===== src/rtl/servo_pwm_pkg.sv =====
`default_nettype none
// ============================================================================
// Module   : servo_pwm_pkg
// Purpose  : Register map offsets, CTRL bit indices and timing helpers shared
//            by the servo PWM bank and its channels.
// Revision : 1.0 - initial release
// ============================================================================
package servo_pwm_pkg;

    localparam int c_ctrl_en   = 0;
    localparam int c_ctrl_ramp = 1;
    localparam int c_ctrl_w    = 2;

    // Shared registers sit directly above the per-channel TARGET block.
    function automatic int off_ctrl(input int num_ch);
        return num_ch;
    endfunction

    function automatic int off_mask(input int num_ch);
        return num_ch + 1;
    endfunction

    function automatic int off_step(input int num_ch);
        return num_ch + 2;
    endfunction

    function automatic int off_status(input int num_ch);
        return num_ch + 3;
    endfunction

    function automatic int step_cyc(input int min_cyc, input int max_cyc, input int pos_w);
        return (max_cyc - min_cyc) >> pos_w;
    endfunction

    function automatic int centre_pos(input int pos_w);
        return 1 << (pos_w - 1);
    endfunction

endpackage
`default_nettype wire


===== src/rtl/servo_pwm_bank_if.sv =====
`default_nettype none
// ============================================================================
// Module   : servo_pwm_bank_if
// Purpose  : Avalon-MM slave bus bundle for the servo PWM bank.
// Revision : 1.0 - initial release
// ============================================================================
interface servo_pwm_bank_if #(
    parameter int ADDR_W = 3
);
    logic [ADDR_W-1:0] avs_address;
    logic              avs_write;
    logic [31:0]       avs_writedata;
    logic              avs_read;
    logic [31:0]       avs_readdata;

    modport master (
        output avs_address,
        output avs_write,
        output avs_writedata,
        output avs_read,
        input  avs_readdata
    );

    modport slave (
        input  avs_address,
        input  avs_write,
        input  avs_writedata,
        input  avs_read,
        output avs_readdata
    );
endinterface
`default_nettype wire


===== src/rtl/servo_pwm_channel.sv =====
`default_nettype none
// ============================================================================
// Module   : servo_pwm_channel
// Purpose  : One servo output: current position, slew limiting at frame
//            boundaries and the registered pulse comparator.
// Revision : 1.0 - initial release
// ============================================================================
module servo_pwm_channel
    import servo_pwm_pkg::*;
#(
    parameter int POS_W    = 8,
    parameter int CNT_W    = 20,
    parameter int MIN_CYC  = 50_000,
    parameter int STEP_CYC = 195
) (
    input  logic             clk,
    input  logic             reset,
    input  logic [CNT_W-1:0] cnt,
    input  logic             boundary,
    input  logic [POS_W-1:0] target,
    input  logic [POS_W-1:0] step,
    input  logic             ramp,
    input  logic             enable,
    output logic             pwm,
    output logic             at_target
);

    localparam logic [POS_W-1:0] c_centre = POS_W'(centre_pos(POS_W));

    logic [POS_W-1:0] r_cur;
    logic             r_pwm;
    logic [POS_W-1:0] w_delta;
    logic [POS_W-1:0] w_move;
    logic [POS_W-1:0] w_cur_next;
    logic             w_up;
    logic [CNT_W-1:0] w_width;

    // Move by at most STEP and never past TARGET; STEP == 0 freezes CUR.
    always_comb begin
        w_up    = (target >= r_cur);
        w_delta = w_up ? (target - r_cur) : (r_cur - target);
        w_move  = (step < w_delta) ? step : w_delta;
        if (!ramp) begin
            w_cur_next = target;
        end else if (w_up) begin
            w_cur_next = r_cur + w_move;
        end else begin
            w_cur_next = r_cur - w_move;
        end
    end

    // Full-scale width stays below PERIOD_CYC, so CNT_W bits cannot overflow.
    assign w_width = CNT_W'(MIN_CYC) + (CNT_W'(r_cur) * CNT_W'(STEP_CYC));

    always_ff @(posedge clk) begin
        if (reset) begin
            r_cur <= c_centre;
            r_pwm <= 1'b0;
        end else begin
            if (boundary) begin
                r_cur <= w_cur_next;
            end
            r_pwm <= enable & (cnt < w_width);
        end
    end

    assign pwm       = r_pwm;
    assign at_target = (r_cur == target);

endmodule
`default_nettype wire


===== src/rtl/servo_pwm_bank.sv =====
`default_nettype none
// ============================================================================
// Module   : servo_pwm_bank
// Purpose  : Multi-channel hobby-servo PWM generator behind an Avalon-MM slave
//            with frame-synchronous position updates and optional ramping.
// Revision : 1.0 - initial release
// ============================================================================
module servo_pwm_bank
    import servo_pwm_pkg::*;
#(
    parameter int NUM_CH     = 4,
    parameter int POS_W      = 8,
    parameter int PERIOD_CYC = 1_000_000,
    parameter int MIN_CYC    = 50_000,
    parameter int MAX_CYC    = 100_000
) (
    input  logic              clk,
    input  logic              reset,
    servo_pwm_bank_if.slave   bus,
    output logic [NUM_CH-1:0] pwm_out,
    output logic              frame_start
);

    localparam int CNT_W            = $clog2(PERIOD_CYC);
    localparam int c_step_cyc       = step_cyc(MIN_CYC, MAX_CYC, POS_W);
    localparam int c_off_ctrl       = off_ctrl(NUM_CH);
    localparam int c_off_mask       = off_mask(NUM_CH);
    localparam int c_off_step       = off_step(NUM_CH);
    localparam int c_off_status     = off_status(NUM_CH);
    localparam logic [POS_W-1:0] c_centre    = POS_W'(centre_pos(POS_W));
    localparam logic [CNT_W-1:0] c_cnt_last  = CNT_W'(PERIOD_CYC - 1);

    logic [POS_W-1:0]    r_target [NUM_CH];
    logic [c_ctrl_w-1:0] r_ctrl;
    logic [NUM_CH-1:0]   r_mask;
    logic [POS_W-1:0]    r_step;
    logic [CNT_W-1:0]    r_cnt;
    logic                r_frame_start;
    logic [31:0]         r_readdata;

    logic [31:0]         w_addr;
    logic                w_boundary;
    logic [NUM_CH-1:0]   w_status;
    logic [31:0]         w_rdata;

    assign w_addr     = 32'(bus.avs_address);
    assign w_boundary = (r_cnt == c_cnt_last);

    // Register writes; STATUS and unmapped offsets fall through untouched.
    always_ff @(posedge clk) begin
        if (reset) begin
            for (int i = 0; i < NUM_CH; i++) begin
                r_target[i] <= c_centre;
            end
            r_ctrl <= '0;
            r_mask <= '1;
            r_step <= POS_W'(1);
        end else if (bus.avs_write) begin
            for (int i = 0; i < NUM_CH; i++) begin
                if (w_addr == 32'(i)) begin
                    r_target[i] <= bus.avs_writedata[POS_W-1:0];
                end
            end
            if (w_addr == 32'(c_off_ctrl)) begin
                r_ctrl <= bus.avs_writedata[c_ctrl_w-1:0];
            end
            if (w_addr == 32'(c_off_mask)) begin
                r_mask <= bus.avs_writedata[NUM_CH-1:0];
            end
            if (w_addr == 32'(c_off_step)) begin
                r_step <= bus.avs_writedata[POS_W-1:0];
            end
        end
    end

    always_comb begin
        w_rdata = '0;
        for (int i = 0; i < NUM_CH; i++) begin
            if (w_addr == 32'(i)) begin
                w_rdata = 32'(r_target[i]);
            end
        end
        if (w_addr == 32'(c_off_ctrl)) begin
            w_rdata = 32'(r_ctrl);
        end
        if (w_addr == 32'(c_off_mask)) begin
            w_rdata = 32'(r_mask);
        end
        if (w_addr == 32'(c_off_step)) begin
            w_rdata = 32'(r_step);
        end
        if (w_addr == 32'(c_off_status)) begin
            w_rdata = 32'(w_status);
        end
    end

    // Read data is captured once per read and held until the next one.
    always_ff @(posedge clk) begin
        if (reset) begin
            r_readdata <= '0;
        end else if (bus.avs_read) begin
            r_readdata <= w_rdata;
        end
    end

    always_ff @(posedge clk) begin
        if (reset) begin
            r_cnt         <= '0;
            r_frame_start <= 1'b0;
        end else begin
            r_cnt         <= w_boundary ? '0 : (r_cnt + CNT_W'(1));
            r_frame_start <= w_boundary;
        end
    end

    for (genvar g = 0; g < NUM_CH; g++) begin : g_ch
        servo_pwm_channel #(
            .POS_W    (POS_W),
            .CNT_W    (CNT_W),
            .MIN_CYC  (MIN_CYC),
            .STEP_CYC (c_step_cyc)
        ) u_channel (
            .clk       (clk),
            .reset     (reset),
            .cnt       (r_cnt),
            .boundary  (w_boundary),
            .target    (r_target[g]),
            .step      (r_step),
            .ramp      (r_ctrl[c_ctrl_ramp]),
            .enable    (r_ctrl[c_ctrl_en] & r_mask[g]),
            .pwm       (pwm_out[g]),
            .at_target (w_status[g])
        );
    end

    assign bus.avs_readdata = r_readdata;
    assign frame_start      = r_frame_start;

endmodule
`default_nettype wire


===== src/flat_wrapper.sv =====
// flat-port wrapper written by rule: the top's interface ports become plain ports
module servo_pwm_bank_flat import servo_pwm_pkg::*;
#(
    parameter int NUM_CH     = 4,
    parameter int POS_W      = 8,
    parameter int PERIOD_CYC = 1_000_000,
    parameter int MIN_CYC    = 50_000,
    parameter int MAX_CYC    = 100_000
)
  (clk, reset, pwm_out, frame_start, bus_avs_address, bus_avs_write, bus_avs_writedata, bus_avs_read, bus_avs_readdata);
  servo_pwm_bank_if #(.ADDR_W(3)) bus_i ();
  input  logic clk;
  input  logic reset;
  output logic [NUM_CH-1:0] pwm_out;
  output logic frame_start;
  input wire logic [$bits(bus_i.avs_address)-1:0] bus_avs_address;
  input wire logic [$bits(bus_i.avs_write)-1:0] bus_avs_write;
  input wire logic [$bits(bus_i.avs_writedata)-1:0] bus_avs_writedata;
  input wire logic [$bits(bus_i.avs_read)-1:0] bus_avs_read;
  output wire logic [$bits(bus_i.avs_readdata)-1:0] bus_avs_readdata;
  assign bus_i.avs_address = bus_avs_address;
  assign bus_i.avs_write = bus_avs_write;
  assign bus_i.avs_writedata = bus_avs_writedata;
  assign bus_i.avs_read = bus_avs_read;
  assign bus_avs_readdata = bus_i.avs_readdata;
  servo_pwm_bank #(.NUM_CH(NUM_CH), .POS_W(POS_W), .PERIOD_CYC(PERIOD_CYC), .MIN_CYC(MIN_CYC), .MAX_CYC(MAX_CYC)) u_core (.clk(clk), .reset(reset), .bus(bus_i), .pwm_out(pwm_out), .frame_start(frame_start));
endmodule

===== config.mk =====
export PLATFORM = sky130hd
export DESIGN_NAME = servo_pwm_bank_flat
export DESIGN_NICKNAME = d
export VERILOG_FILES = /design/src/rtl/servo_pwm_pkg.sv /design/src/rtl/servo_pwm_bank_if.sv /design/src/rtl/servo_pwm_channel.sv /design/src/rtl/servo_pwm_bank.sv /design/src/flat_wrapper.sv
export SDC_FILE = /design/constraint.sdc
export NUM_CORES = 1
export LEC_CHECK = 0
export ABC_AREA = 0
export CORE_ASPECT_RATIO = 0.7
export CORE_MARGIN = 4
export CORE_UTILIZATION = 35
export DETAILED_ROUTE_END_ITERATION = 8
export SKIP_CTS_REPAIR_TIMING = 1
export SYNTH_ARGS = -nofsm -noshare
export SYNTH_HDL_FRONTEND = slang
export SYNTH_SLANG_ARGS = --single-unit

===== constraint.sdc =====
create_clock -name clk -period 14.78 [get_ports clk]
set_input_delay 3.695 -clock clk [delete_from_list [all_inputs] [get_ports clk]]
set_output_delay 3.695 -clock clk [all_outputs]
set_load 0.01 [all_outputs]

# Word-level counts from Yosys, hierarchy flattened
# Memory sizes are Yosys's and may differ from the RTL's.
# Index checks and enable logic that the tools add are counted.
[word_totals]
regBits = 103
latchBits = 0
mem_bits_rw = 32
romBits = 0
out_inout_bits = 37
wordCells = 127
n_memories = 1
[mem_list]
columns = ["memory", "words", "width", "read_ports", "rd_ports_with_merged_regs", "write_ports", "line_no", "text"]
rows = [
  ["u_core.r_target", 4, 8, 4, 0, 4, "servo_pwm_bank.sv:33", "logic [POS_W-1:0] r_target [NUM_CH];"],
]
[op_classes]
addsub = 21
mul = 4
div_mod_pow = 0
order_cmp = 12
n_eq_ne = 12
n_shift = 0
mux = 46
bitwise = 12
n_reduce_logical = 5
[ops]
columns = ["op", "n"]
rows = [
  ["8-bit 2-to-1 mux", 28],
  ["8-bit subtractor", 12],
  ["20-bit by 17-bit less-than comparator with 1-bit output", 4],
  ["16-bit by 16-bit adder with 17-bit output (first input constant)", 4],
  ["8-bit by 8-bit multiplier with 16-bit output (second input constant)", 4],
  ["8-bit adder", 4],
  ["8-bit equality test", 4],
  ["8-bit greater-or-equal comparator", 4],
  ["32-bit zero test", 1],
  ["8-bit less-than comparator", 4],
  ["20-bit by 1-bit adder with 20-bit output (second input constant)", 1],
  ["20-bit equality test (second input constant)", 1],
  ["1-bit 2-to-1 mux", 18],
  ["3-bit equality test (second input constant)", 4],
  ["1-bit AND", 8],
  ["3-bit by 2-bit equality test with 1-bit output (second input constant)", 2],
  ["2-bit AND reduction", 3],
  ["1-bit bitwise OR", 4],
  ["3-bit by 1-bit equality test with 1-bit output (second input constant)", 1],
  ["2-bit OR reduction", 1],
]

# Depth between registers and ports, before layout
[logic_depth]
word_depth = 9
mapped_depth = 36
depth_no_buf = 34

# Modules after synthesis
# From an unflattened synthesis, not the netlist that was laid out.
[hier_totals]
hier_cells = 2038
hier_area_um2 = 17085.1
[modules_own_cells]
columns = ["mod", "n_inst", "cells_per_inst", "area_each_um2"]
rows = [
  ["servo_pwm_channel (u_core.g_ch[2].u_channel ...)", 2, 412, 3324.4],
  ["servo_pwm_bank", 1, 369, 3701.0],
  ["servo_pwm_channel (u_core.g_ch[1].u_channel)", 1, 435, 3424.5],
  ["servo_pwm_channel (u_core.g_ch[0].u_channel)", 1, 410, 3310.7],
]

# Worst setup path after synthesis
# Ideal clock, no wire load.
[synth_timing]
kind = "reg-to-reg"
startpoint = "register u_core.g_ch[0].u_channel.r_cur[0]"
endpoint = "register u_core.g_ch[0].u_channel.r_cur[7]"
setup_ps = 136
arrival_time_ps = 6044
t_required_ps = 14644
setup_slack_ps = 8600
path_stages_with_launch = 34
n_path_buf = 1
path_cell_list = "dfxtp_1 > ha_1 > inv_1 > fa_1 > a21o_1 > a211oi_1 > o21ai_4 > mux2i_1 > o21ai_0 > a211o_1 > nand2_1 > ha_1 > nor2b_1 > o21ai_0 > nand2b_1 > a221oi_4 > buf_4 > nor2_1 > a21oi_1 > inv_1 > ha_1 > nor2_1 > xnor2_1 > ha_1 > a21oi_1 > nand2_1 > a21o_1 > a21o_1 > a21o_1 > a21oi_1 > xnor2_1 > xnor2_1 > xor2_1 > a21oi_1"
[synth_between]
elab_chain_cells = 7
elab_cells_between_ends = 10
[synth_rtl]
columns = ["element", "line_no", "text"]
rows = [
  ["start, declared", "servo_pwm_channel.sv:30", "logic [POS_W-1:0] r_cur;"],
  ["start signal, assigned", "servo_pwm_channel.sv:57", "r_cur <= c_centre;"],
  ["start signal, assigned", "servo_pwm_channel.sv:61", "r_cur <= w_cur_next;"],
  ["8-bit subtractor or 8-bit greater-or-equal comparator (tied branches)", "servo_pwm_channel.sv:41, servo_pwm_channel.sv:40", ""],
  ["8-bit 2-to-1 mux", "servo_pwm_channel.sv:41", "w_delta = w_up ? (target - r_cur) : (r_cur - target);"],
  ["8-bit less-than comparator", "servo_pwm_channel.sv:42", "w_move = (step < w_delta) ? step : w_delta;"],
  ["8-bit 2-to-1 mux", "servo_pwm_channel.sv:42", ""],
  ["8-bit subtractor or 8-bit adder (tied branches)", "servo_pwm_channel.sv:48, servo_pwm_channel.sv:46", ""],
  ["8-bit 2-to-1 mux (*)", "servo_pwm_channel.sv:45", "end else if (w_up) begin"],
  ["8-bit 2-to-1 mux (*)", "servo_pwm_channel.sv:43", "if (!ramp) begin"],
]
# Every way passes the cells marked *; elsewhere a longest branch is shown, timed or not.
# A chain may end at the register's enable or synchronous reset.

# Final worst setup path
[layout_timing]
startpoint = "register u_core.g_ch[0].u_channel.r_cur[1]"
endpoint = "register u_core.g_ch[0].u_channel.r_cur[7]"
# The elaborated chain is that of the path after synthesis.

==> key figures <==
Status
  – Outcome: finished, final reports clean

Logic synthesis
  – Post-synth EDFFs: 32
  – Syn Area/Cell: 8.46 um2
  – Yosys reg bits: ~110
  – Yosys warnings: 0
  – Ys async rst share: 0%
  – Seq/Total Area, Yosys: approximately 16%
  – Synth Flop Type: dfxtp_1
  – Mapped cell area: 16200 um2
  – Syn Inst Count: 1917
  – Count of different cell masters after synthesis: 66

Worst setup path
  – Req. time, crit path: 15.00 ns
  – Worst reg2reg startpoint: u_core.g_ch[0].u_channel.r_cur[1]
  – Startpoint Class: flop
  – Critical path capture point type: flop
  – R2r endpoint: u_core.g_ch[0].u_channel.r_cur[7]
  – R2R setup slack: 7.50 ns
  – Arr. time, crit path: about 7.5 ns
  – CP peak stage delay: 0.74 ns
  – CP Buf/Inv Count: 2
  – Crit path max-delay family: compound AO/OA/AOI/OAI gates
  – Slowest library cell on the worst path: a221oi_4
  – Crit Path Class: reg -> reg
  – R2R cell count: 31
  – Worst-path fanout max: 18

Clock network
  – Clk sink count: 111
  – H-tree Lvls: 3
  – Clk pin slew, worst setup/hold paths: 0.09 ns
  – Clk_lat worst skew: 0.38 ns
  – CTS buffer count: 9
  – CTS root buf: clkbuf_16
  – CTS max path bufs: 2
  – CTS tree: built

Place
  – IO Port Bufs: 27
  – Post-DP HPWL: 36.4 mm
  – DP Area: 17000 um2
  – GPL Wtd Cong: 0.898
  – Cells after DPL: 2497

Die
  – CORE AREA: 45500 um2
  – Initial Utilization: 35.7%
  – Rows: 65
  – Chip height: approximately 190 um
  – IO Pins: 76
  – Die W: 265 um
  – Die Area: approximately 50000 um2

Finish
  – Area Growth Syn to Fin: 6.35%
  – # nets final: 2361
  – Core Util, Final: a little under two fifths
  – Layout Cell Area excl Fill: roughly 17000 um2
  – Layout cells sized above 1: between 3 and 4%
  – Non-filler cells, final: 2513
  – N_diodes: 0

Drt
  – DR vias/cell: 5.31
  – Via count: 13.3k
  – Detailed-router iteration count before antenna repair: 5
  – Drt drc: 0
  – Post-DR wirelength/cell: around 18 um
  – Final ANT Viol Nets: 0
  – Routed WL: 44.1 mm
  – Initial drt markers: roughly 1.0k

Global routing
  – All-Layer GR Usage: 17.6%
  – GRT overflow: 0
  – Global-route wire length before repair: between 70 and 80 mm
  – Number of antenna violations at the first check in global routing: 0
  – Number of global-route vias before repair: 13.0k
  – Largest net degree at the start of global routing: 67

STA
  – RSZ-0062 raised after global routing: no
  – Final Hold Viols: 0
  – Slew Limit Fails: 0
  – Slew @ Worst Pin: 1.25 ns
  – Worst slew margin: 16.4%
  – Highest Clock Rate: 137 MHz
  – Final setup fails: 0
  – Total negative slack: 0 ns
  – Min Hold Slack: 0.493 ns
  – Period utilization: 49.2%
  – Layout Skew: 0.00773 ns
  – Tmin final: 7.28 ns

Hold path
  – Worst hold start: u_core.bus.avs_readdata[0]
  – Hold Path Sink: u_core.bus.avs_readdata[0]
  – Hold Path Depth: 2
  – Worst Hold Class: reg -> reg

Pwr
  – Seq pwr share: 39.7%
  – Cell internal pwr: 0.000547 W
  – Sw power: 0.000315 W
  – Sw frac: 36.5%
  – Leak: 8.63 nW
  – Clock network fraction of total power: about 30%
  – Pwr/cell area: 49.9 nW/um2
  – Comb pwr share: 30.4%
  – Peak supply drop: 0.0466 mV

Run
  – Max Cap Viol: 0
synthesized netlist by cell type, drive strengths merged, types with 29 or more instances:
| cell type | count | area share, % |
|---|---|---|
| o21ai | 63 | 2.0 |
| a211oi | 38 | 1.8 |
| and2 | 31 | 1.2 |
| ha | 381 | 29 |
| xor2 | 56 | 3.0 |
| clkbuf | 35 | 0.81 |
| buf | 48 | 1.9 |
| nand2 | 92 | 2.2 |
| edfxtp | 32 | 5.9 |
| xnor2 | 80 | 4.3 |
| a21oi | 153 | 4.7 |
| a21o | 69 | 3.2 |
| inv | 236 | 5.5 |
| nor2 | 146 | 3.4 |
| fa | 36 | 4.4 |
| nand3 | 50 | 1.5 |
| nand2b | 29 | 1.1 |
| mux2i | 67 | 4.1 |
| dfxtp | 79 | 9.7 |
cells in the final DEF (no fill, tap or decap), types with 7 or more instances in the layout:
cell	synthesis	final
ha_1	381	381
inv_1	236	236
a21oi_1	153	153
nor2_1	146	146
nand2_1	89	89
xnor2_1	80	80
dfxtp_1	79	78
a21o_1	69	69
mux2i_1	67	67
o21ai_0	62	62
xor2_1	56	56
nand3_1	50	50
a211oi_1	38	38
fa_1	36	36
edfxtp_1	32	32
and2_1	30	30
nand2b_1	29	29
clkdlybuf4s50_1	0	26
conb_1	1	24
nor2b_1	22	22
nor3_1	17	17
nand4_1	12	12
buf_4	30	10
mux2_2	9	9
and3_1	9	9
clkbuf_16	0	9
o211ai_1	8	8
a31oi_1	7	7
a311oi_1	7	7
a22o_1	7	7
worst min-delay path: stages (launching register included):
cell and delay (ns):
dfxtp_1 0.32, nor2_1 0.08, a211oi_1 0.05
registers in the layout, summed over array words and instances (netlist names):
signal / count
u_core.g_ch.u_channel.pwm: 4
u_core.r_target: 32
u_core.frame_start: 1
u_core.r_ctrl: 2
u_core.bus.avs_readdata: 8
u_core.r_mask: 4
u_core.r_cnt: 20
u_core.r_step: 8
u_core.g_ch.u_channel.r_cur: 32
power groups by stage:
stage               logic (W)  clock network [W]  registers [W]
floorplan            0.000204                  0       0.000337
global placement     0.000251                  0       0.000347
detailed placement   0.000258                  0       0.000348
CTS                  0.000259           0.000263       0.000341
global route         0.000292           0.000277       0.000342
finish               0.000262           0.000258       0.000342
area by class of cell:
class / count / area (um2)
sequential: 111 / 2540
timing repair buffer: 37 / 340
clock inverter: 6 / 53.8
inverter: 236 / 886
clock buffer: 10 / 229
multi-input combinational: 1510 / 12400
tap: 603 / 754
fill: 4584 / 28200
cell families (layout without fill, tap and decap cells):
family	Yosys count	after routing	share of synthesized area (%)
AO/OA/AOI/OAI	404	404	16.3
XOR/XNOR	136	136	7.34
adder cells (fa/ha/maj)	425	425	34.3
buffers and inverters	319	289	8.17
flip-flops	111	111	15.7
multiplexers	78	78	5.04
other	1	24	0.0231
AND/OR/NAND/NOR	443	443	13.1
how the worst max path moves through the flow:
stage,startpoint,endpoint,slack (ns),cells after the start
after floorplan,u_core.g_ch[0].u_channel.r_cur[0],u_core.g_ch[0].u_channel.r_cur[7],8.60,33
after global routing,u_core.g_ch[0].u_channel.r_cur[1],u_core.g_ch[0].u_channel.r_cur[7],6.78,31
after global placement,u_core.g_ch[0].u_channel.r_cur[1],u_core.g_ch[0].u_channel.r_cur[7],7.70,31
final,u_core.g_ch[0].u_channel.r_cur[1],u_core.g_ch[0].u_channel.r_cur[7],7.50,31
after CTS,u_core.g_ch[0].u_channel.r_cur[1],u_core.g_ch[0].u_channel.r_cur[7],7.56,31
after detailed placement,u_core.g_ch[0].u_channel.r_cur[1],u_core.g_ch[0].u_channel.r_cur[7],7.60,31
metal layers:
| layer | routed length [um] | up-vias | GRT usage [%] |
|---|---|---|---|
| met5 | 0 | - | 0 |
| met4 | 579 | 0 | 3.27 |
| met3 | 2780 | 37 | 2.72 |
| met2 | 17900 | 340 | 25.5 |
| met1 | 22800 | 6350 | 27.5 |
| li1 | - | 6608 | - |
per-stage QoR:
step	total power (W)	worst slack [ns]
4_1_cts	0.000864	7.56
3_5_place_dp	0.000605	7.60
5_1_grt	0.000911	6.78
2_1_floorplan	0.000542	8.60
3_3_place_gp	0.000599	7.70
6_report	0.000861	7.50
Note: power is estimated with default switching activity, not from simulation.
